## config.mk

```make
export PLATFORM = sky130hd
export DESIGN_NAME = apb_xbar
export DESIGN_NICKNAME = d
export VERILOG_FILES = /design/src/rtl/apb_pkg.sv /design/src/rtl/apb_addr_dec.sv /design/src/rtl/apb_xbar.sv
export SDC_FILE = /design/constraint.sdc
export NUM_CORES = 1
export LEC_CHECK = 0
export CAP_MARGIN = 20
export CORE_AREA = 2 2 109 111
export DETAILED_ROUTE_END_ITERATION = 6
export DIE_AREA = 0 0 111 113
export PLACE_DENSITY_LB_ADDON = 0.1
export SYNTH_ARGS = -nofsm -noshare
export SYNTH_HDL_FRONTEND = slang
export SYNTH_SLANG_ARGS = --single-unit
```

## constraint.sdc

```tcl
create_clock -name clk -period 3.4 [get_ports clk]
set_input_delay 0.51 -clock clk [delete_from_list [all_inputs] [get_ports clk]]
set_output_delay 0.51 -clock clk [all_outputs]
set_load 0.01 [all_outputs]
```

## src/rtl/apb_pkg.sv

```systemverilog
// -----------------------------------------------------------------------------
// apb_pkg
// Shared definitions for the APB interconnect:
//   - apb_state_e : transfer sequencer states
//   - SoC default address map (SRAM, system SRAM, UART windows)
//   - ERR_RDATA   : read data returned on any error termination
//   - idx_width() : width of a slave index for a given slave count
// -----------------------------------------------------------------------------
package apb_pkg;

  typedef enum logic [2:0] {
    IDLE   = 3'd0,
    SETUP  = 3'd1,
    ACCESS = 3'd2,
    DONE   = 3'd3,
    ERR    = 3'd4
  } apb_state_e;

  localparam int unsigned MAP_NSLV = 3;

  localparam logic [31:0] SRAM_BASE   = 32'h0000_0000;
  localparam logic [31:0] SRAM_MASK   = 32'h8000_0000;
  localparam logic [31:0] SYSRAM_BASE = 32'h8000_0000;
  localparam logic [31:0] SYSRAM_MASK = 32'hF000_0000;
  localparam logic [31:0] UART_BASE   = 32'h9000_0000;
  localparam logic [31:0] UART_MASK   = 32'hF000_0000;

  localparam logic [MAP_NSLV*32-1:0] MAP_BASE = {UART_BASE, SYSRAM_BASE, SRAM_BASE};
  localparam logic [MAP_NSLV*32-1:0] MAP_MASK = {UART_MASK, SYSRAM_MASK, SRAM_MASK};

  localparam logic [31:0] ERR_RDATA = 32'h0000_0000;

  function automatic int idx_width(input int n);
    return (n > 1) ? $clog2(n) : 1;
  endfunction

endpackage

```

## src/rtl/apb_addr_dec.sv

```systemverilog
// -----------------------------------------------------------------------------
// apb_addr_dec
// Combinational priority address decoder. Slave i hits when
// (paddr & mask_i) == base_i; with overlapping windows the lowest index wins.
// Ports:
//   paddr    in  ADDR_WIDTH       address to decode
//   slv_base in  NSLV*ADDR_WIDTH  packed base addresses
//   slv_mask in  NSLV*ADDR_WIDTH  packed masks
//   hit      out 1                some window matched
//   idx      out IDX_W            index of the winning window (0 when no hit)
// -----------------------------------------------------------------------------
module apb_addr_dec
  import apb_pkg::*;
#(
  parameter int ADDR_WIDTH = 32,
  parameter int NSLV       = 3,
  parameter int IDX_W      = idx_width(NSLV)
) (
  input  logic [ADDR_WIDTH-1:0]      paddr,
  input  logic [NSLV*ADDR_WIDTH-1:0] slv_base,
  input  logic [NSLV*ADDR_WIDTH-1:0] slv_mask,
  output logic                       hit,
  output logic [IDX_W-1:0]           idx
);

  // Scan from the top down so the lowest matching index is written last.
  always_comb begin
    hit = 1'b0;
    idx = '0;
    for (int i = NSLV - 1; i >= 0; i--) begin
      if ((paddr & slv_mask[i*ADDR_WIDTH +: ADDR_WIDTH]) ==
          slv_base[i*ADDR_WIDTH +: ADDR_WIDTH]) begin
        hit = 1'b1;
        idx = IDX_W'(i);
      end
    end
  end

endmodule

```

## src/rtl/apb_xbar.sv

```systemverilog
// -----------------------------------------------------------------------------
// apb_xbar
// Single-master APB interconnect. A master SETUP seen in IDLE is captured,
// decoded against NSLV base/mask windows and replayed to one slave as a
// registered SETUP/ACCESS pair; the slave response is returned for exactly
// one cycle. Unmapped addresses complete immediately with an error.
//
// Optional build macro:
//   APB_TIMEOUT_EN  an ACCESS phase lasting TIMEOUT_CYC cycles without
//                   s_pready is terminated with an error response.
//
// Ports:
//   clk, rts                 clock, synchronous active-high reset
//   m_paddr/m_pdata          master address / write data
//   m_psel/m_penable/m_pwrite/m_pstb  master controls and byte strobes
//   m_prdata/m_pready/m_perr master read data / completion / error
//   s_paddr/s_pdata/s_pwrite/s_pstb   registered, broadcast to all slaves
//   s_psel/s_penable         per-slave select / enable
//   s_prdata/s_pready/s_perr packed per-slave response
//
// state  | meaning
// -------+-----------------------------------------------------------
// IDLE   | waiting for a master SETUP; captures request and decode
// SETUP  | selected slave sees psel=1, penable=0
// ACCESS | selected slave sees psel=1, penable=1 until pready
// DONE   | slave response presented to master for one cycle
// ERR    | unmapped address: error presented to master for one cycle
// -----------------------------------------------------------------------------
module apb_xbar
  import apb_pkg::*;
#(
  parameter int                           ADDR_WIDTH  = 32,
  parameter int                           DATA_WIDTH  = 32,
  parameter int                           NSLV        = 3,
  parameter logic [NSLV*ADDR_WIDTH-1:0]   SLV_BASE    = {NSLV*ADDR_WIDTH{1'b0}},
  parameter logic [NSLV*ADDR_WIDTH-1:0]   SLV_MASK    = {NSLV*ADDR_WIDTH{1'b0}},
  parameter int                           TIMEOUT_CYC = 255
) (
  input  logic                       clk,
  input  logic                       rts,
  input  logic [ADDR_WIDTH-1:0]      m_paddr,
  input  logic [DATA_WIDTH-1:0]      m_pdata,
  input  logic                       m_psel,
  input  logic                       m_penable,
  input  logic                       m_pwrite,
  input  logic [3:0]                 m_pstb,
  output logic [DATA_WIDTH-1:0]      m_prdata,
  output logic                       m_pready,
  output logic                       m_perr,
  output logic [ADDR_WIDTH-1:0]      s_paddr,
  output logic [DATA_WIDTH-1:0]      s_pdata,
  output logic                       s_pwrite,
  output logic [3:0]                 s_pstb,
  output logic [NSLV-1:0]            s_psel,
  output logic [NSLV-1:0]            s_penable,
  input  logic [NSLV*DATA_WIDTH-1:0] s_prdata,
  input  logic [NSLV-1:0]            s_pready,
  input  logic [NSLV-1:0]            s_perr
);

  localparam int IDX_W = idx_width(NSLV);

  apb_state_e             state, state_n;
  logic [IDX_W-1:0]       idx_q;
  logic [DATA_WIDTH-1:0]  rdata_q;
  logic                   perr_q;

  logic                   dec_hit;
  logic [IDX_W-1:0]       dec_idx;
  logic                   start;
  logic                   slv_ready;
  logic                   slv_err;
  logic [DATA_WIDTH-1:0]  slv_rdata;
  logic                   timeout_hit;

  apb_addr_dec #(
    .ADDR_WIDTH (ADDR_WIDTH),
    .NSLV       (NSLV),
    .IDX_W      (IDX_W)
  ) u_dec (
    .paddr    (m_paddr),
    .slv_base (SLV_BASE),
    .slv_mask (SLV_MASK),
    .hit      (dec_hit),
    .idx      (dec_idx)
  );

  assign start = m_psel && !m_penable;

  // Response mux for the latched slave index.
  always_comb begin
    slv_ready = 1'b0;
    slv_err   = 1'b0;
    slv_rdata = '0;
    for (int i = 0; i < NSLV; i++) begin
      if (idx_q == IDX_W'(i)) begin
        slv_ready = s_pready[i];
        slv_err   = s_perr[i];
        slv_rdata = s_prdata[i*DATA_WIDTH +: DATA_WIDTH];
      end
    end
  end

`ifdef APB_TIMEOUT_EN
  localparam int                CNT_W    = $clog2(TIMEOUT_CYC + 1);
  localparam logic [CNT_W-1:0]  CNT_LAST = CNT_W'(TIMEOUT_CYC - 1);

  logic [CNT_W-1:0] to_cnt;

  // Counts ACCESS cycles; restarted from SETUP so each transfer gets a
  // full window.
  always_ff @(posedge clk) begin
    if (rts) begin
      to_cnt <= '0;
    end else if (state == SETUP) begin
      to_cnt <= '0;
    end else if (state == ACCESS) begin
      to_cnt <= to_cnt + 1'b1;
    end
  end

  assign timeout_hit = (state == ACCESS) && (to_cnt == CNT_LAST);
`else
  assign timeout_hit = 1'b0;
`endif

  always_ff @(posedge clk) begin
    if (rts) begin
      state <= IDLE;
    end else begin
      state <= state_n;
    end
  end

  always_comb begin
    state_n = state;
    case (state)
      IDLE: begin
        if (start) begin
          state_n = dec_hit ? SETUP : ERR;
        end
      end
      SETUP:  state_n = ACCESS;
      ACCESS: begin
        // A response in the terminal timeout cycle takes priority.
        if (slv_ready || timeout_hit) begin
          state_n = DONE;
        end
      end
      DONE:    state_n = IDLE;
      ERR:     state_n = IDLE;
      default: state_n = IDLE;
    endcase
  end

  always_ff @(posedge clk) begin
    if (rts) begin
      s_paddr  <= '0;
      s_pdata  <= '0;
      s_pwrite <= 1'b0;
      s_pstb   <= '0;
      idx_q    <= '0;
      rdata_q  <= '0;
      perr_q   <= 1'b0;
    end else begin
      case (state)
        IDLE: begin
          if (start) begin
            s_paddr  <= m_paddr;
            s_pdata  <= m_pdata;
            s_pwrite <= m_pwrite;
            s_pstb   <= m_pstb;
            idx_q    <= dec_idx;
            rdata_q  <= '0;
            perr_q   <= 1'b0;
          end
        end
        ACCESS: begin
          if (slv_ready) begin
            rdata_q <= slv_rdata;
            perr_q  <= slv_err;
          end else if (timeout_hit) begin
            rdata_q <= DATA_WIDTH'(ERR_RDATA);
            perr_q  <= 1'b1;
          end
        end
        default: ;
      endcase
    end
  end

  always_comb begin
    s_psel    = '0;
    s_penable = '0;
    for (int i = 0; i < NSLV; i++) begin
      if (idx_q == IDX_W'(i)) begin
        s_psel[i]    = (state == SETUP) || (state == ACCESS);
        s_penable[i] = (state == ACCESS);
      end
    end
  end

  assign m_pready = (state == DONE) || (state == ERR);
  assign m_perr   = (state == ERR) || ((state == DONE) && perr_q);
  assign m_prdata = (state == DONE) ? rdata_q : DATA_WIDTH'(ERR_RDATA);

endmodule
```

### Yosys cells after proc, flatten, opt, wreduce, memory -nomap -nowiden

Cells that the tools add are included.

* RAM bits: 0
* logic and storage cells: 34
* bits in registers: 105
* output and inout port bits: 109
* memories kept: 0
* memory bits (read-only): 0
* bits of input ports: 175
* latch bits: 0

* shifts and indexed selects: 0
* add/sub/neg operators: 0
* equality and inequality tests: 6
* $mul: 0
* reductions and logical operators: 11
* div/mod/pow operators: 0
* multiplexer cells: 10
* bitwise gates (word level): 0
* order comparisons: 0

Operator list (number)
* 2-to-1 mux 32 bit: 3
* one-hot mux 32 bit (2 select lines): 1
* one-hot mux 3 bit (3 select lines): 1
* == test 3 x 2 -> 1 bit, second input constant: 2
* 2-to-1 mux 3 bit: 2
* inequality test 2 bit, second input constant: 2
* AND reduction 2 bit: 2
* == test 3 x 1 -> 1 bit, second input constant: 1
* == test 3 bit, second input constant: 1
* logical NOT 3 bit: 1
* logical OR 1 bit: 3
* AND reduction 3 bit: 1
* logical AND 1 bit: 2
* 2-to-1 mux 1 bit: 2
* one-hot mux 1 bit (2 select lines): 1
* nonzero test 2 bit: 1
* logical NOT 1 bit: 1

### Logic depth before layout (Yosys ltp)

* word-level depth: 4
* mapped depth: 8
* mapped depth without buffers: 5

### Modules after synthesis

A second synthesis with hierarchy kept.

* cell total of the unflattened synthesis: 806
* area total of the unflattened synthesis: 6448.7 µm²

Modules (own cells, without submodules)
* apb_xbar: cells each 548, area each 4689.5 µm², times used 1, sequential area each 2142.1 µm²
* apb_addr_dec: cells each 258, area each 1759.2 µm², times used 1, sequential area each 0.0 µm²

### Worst setup path before layout

OpenSTA, ideal clock, no wires.

* path type: flip-flop to output port
* start point: register state[1]
* end point: output port m_prdata[10]
* cell stages (with the launch flop): 4
* path buffers: 1
* data arrival time: 1080 ps
* data required time: 2890 ps
* path slack: 1810 ps
* cells stage by stage: dfxtp_1 ha_1 clkbuf_1 and2_1

* word-level cells in the longest chain between the ends: 2

Ends and longest elaborated chain
* start: declaration: line apb_xbar.sv:63 `apb_state_e state, state_n;`
* start signal: assignment: line apb_xbar.sv:131 `state <= state_n;`
* == test 3 x 2 -> 1 bit: line apb_xbar.sv:205 `assign m_prdata = (state == DONE) ? rdata_q : DATA_WIDTH'(ERR_RDATA);`
* 2-to-1 mux 32 bit: line apb_xbar.sv:205
* end: declaration: line apb_xbar.sv:47 `output logic [DATA_WIDTH-1:0] m_prdata,`

Every way passes these cells.

### Worst setup path after layout

* start point: register state[1]
* end point: output port m_prdata[2]

Same word-level chain as after synthesis.

==> metrics.yaml <==
outcome: "completed"
drive_above_1_share_pct: 3.15
antenna_found_initial: 0
grt_pass1_wl_mm: 18.6
reg2reg_from: "state[0]"
dp.final_hpwl_mm: 8.13
reg2reg_to: "s_paddr[10]"
min_path_cells: 2
yosys_warnings: 0
ir_worst_vdd_v: 0.000308
fin_nets: 875
post-route-min-period_ns: 2.47
rows: 39
syn_area_per_cell_um2: 8.50
drt_iter0_drc: 206
worstHoldEndpoint: "s_paddr[31]"
htreeDepth: 3
ys_ff_latch: 104
num_vias: 3958
timing.setup.critical_path_class: "reg -> out"
wl_per_cell_um: 13.8
drc: 0
totalWireLength_mm: 11.6
cts_hold_buf: 0
path_clk_slew_ns: 0.06
port-buffer-count: 211
utilization_pct: 60.0
viasPerCell: 4.70
die_area_um2: 12500
cts_setup_buffers: 0
drv_slew: 0
synth_area_leaders: "dfxtp_1, nand2_1, mux2i_1"
synth.largest_area_cell: "dfxtp_1"
synthDominantCellAreaShare_pct: 48.1
setup_viol: 0
clockBufferDepth: 2
hold_violations: 0
end_kind: "output pin"
initial_core_util_pct: 38.4
cts-resized-gates: 0
r2r_cells: 6
critPathRequiredTime_ns: 2.89
startpoint_type: "flop"
drtAntennaViolNets: 0
fin_skew_ns: 0.00853
hold_path.class: "reg -> reg"
p_leak_uw: 0.00241
yosys.cell_types.count: 19
period_share_pct: 72.8
gp_congestion: 0.778
grt_overflow: 0
setup-tns-final_ns: 0
root_buffer: "clkbuf_16"
cp.arrival_ns: 1.96
die_w_um: 111
yosysSeqAreaShare_pct: 48.1
netlist_instances: 509
antenna_cells: 0
grtUsageTotal_pct: 18.1
r2r_setup_slack_ns: 1.43
maxCapViolCount: 0
fp.dieH_um: 113
coreArea_um2: 11300
grt_max_degree: 118
syn_to_final_growth_pct: 56.2
rsz0062_at_grt: "no"
worstMarginPinSlew_ns: 0.947
fmax_ghz: 0.404
worst_slew_margin_rel_pct: 36.9
io_pins: 284
power_density_nw_per_um2: 531
fillCellCount: 1039
min_from: "s_paddr[31]"
clock_sinks: 104
cts_tree: "done"
netlist_area_um2: 4330
insertion_delay_ns: 0.34
numCtsBuffers: 9
first_pass_iters: 4
grt_pass1_vias: 3717
path_max_fanout: 34
-- routing by layer --
metal	vias to the layer above	global-route usage [%]	part of all wire, %
met2	133	30.3	48
met1	1803	21.8	42
met4	0	7.75	2.6
met5	-	0	0
met3	22	5.09	6.9
li1	2000	-	-
-- stage by stage --
stage | hold WS (ns) | cells | area (um2) | power (uW) | worst slack, ns
after floorplan | 0.444 | 512 | 4340 | 2160 | 1.81
after detailed placement | 0.446 | 828 | 6460 | 2600 | 1.15
after global placement | 0.441 | 828 | 6460 | 2580 | 1.17
after CTS | 0.455 | 842 | 6760 | 3650 | 0.878
final | 0.453 | 842 | 6760 | 3590 | 0.925
after global routing | 0.472 | 842 | 6760 | 3780 | 0.794
-- worst max path at each step --
stage | start | end | slack (ns) | cells past startpoint
finish | state[1] | m_prdata[2] | 0.93 | 4
global route | state[1] | m_prdata[8] | 0.79 | 4
CTS | state[1] | m_prdata[2] | 0.88 | 4
detailed placement | m_psel | s_paddr[10] | 1.15 | 5
global placement | m_psel | s_paddr[10] | 1.17 | 5
floorplan | state[1] | m_prdata[10] | 1.81 | 3
-- state kept, by name, summed over array words and instances (netlist names) --
register,cells
s_pstb,4
s_pdata,32
rdata_q,32
perr_q,1
state,2
s_paddr,32
s_pwrite,1
-- Yosys cell counts (all sizes together) --
library cell,number
ha,4
and2,33
dfxtp,104
nor2b,2
nor2,1
inv,2
nand2,140
nand3b,32
o21ai,1
buf,20
and3b,1
nand2b,37
conb,1
a21oi,71
mux2i,36
clkbuf,24
-- worst max-delay path: stages (launching register included) --
cell	delay (ns)
dfxtp_1	0.40
ha_1	0.20
buf_4	0.29
and2_1	0.17
clkdlybuf4s50_1	0.56
-- cell type report --
cell class,count,area (um2),area share (%)
clock inverters,2,38.8,0.574
well taps,143,179,2.65
multi-input cells,362,2030,30.0
repair buffers,217,2170,32.1
clock buffers,12,256,3.80
flip-flops and latches,104,2080,30.8
inverters,2,7.51,0.111
-- cell families after synthesis --
| group | Yosys count | synth area share, % |
|---|---|---|
| AOI/OAI and AO/OA | 72 | 8.42 |
| adders and majority gates | 4 | 1.16 |
| buffers and inverters | 46 | 5.49 |
| DFF | 104 | 48.1 |
| muxes | 36 | 8.33 |
| other | 1 | 0.0867 |
| and+or+nand+nor | 246 | 28.4 |
-- where the power goes --
part / switching (uW) / internal, uW
logic: 572 / 564
registers: 65.8 / 1350
clock network: 430 / 606
total: 1070 / 2520
-- layout by cell type (no fill, tap or decap), types with 2 or more instances in the layout --
cell,instances
a21oi_1,70
clkbuf_16,9
and2_1,33
nand2_1,140
nor2b_1,2
buf_4,6
ha_1,4
clkdlybuf4s50_1,210
clkbuf_8,2
dfxtp_1,104
mux2i_1,36
conb_1,4
inv_1,2
nand3b_1,32
nand2b_1,37
No activity file was read; power rests on OpenSTA's default activity.
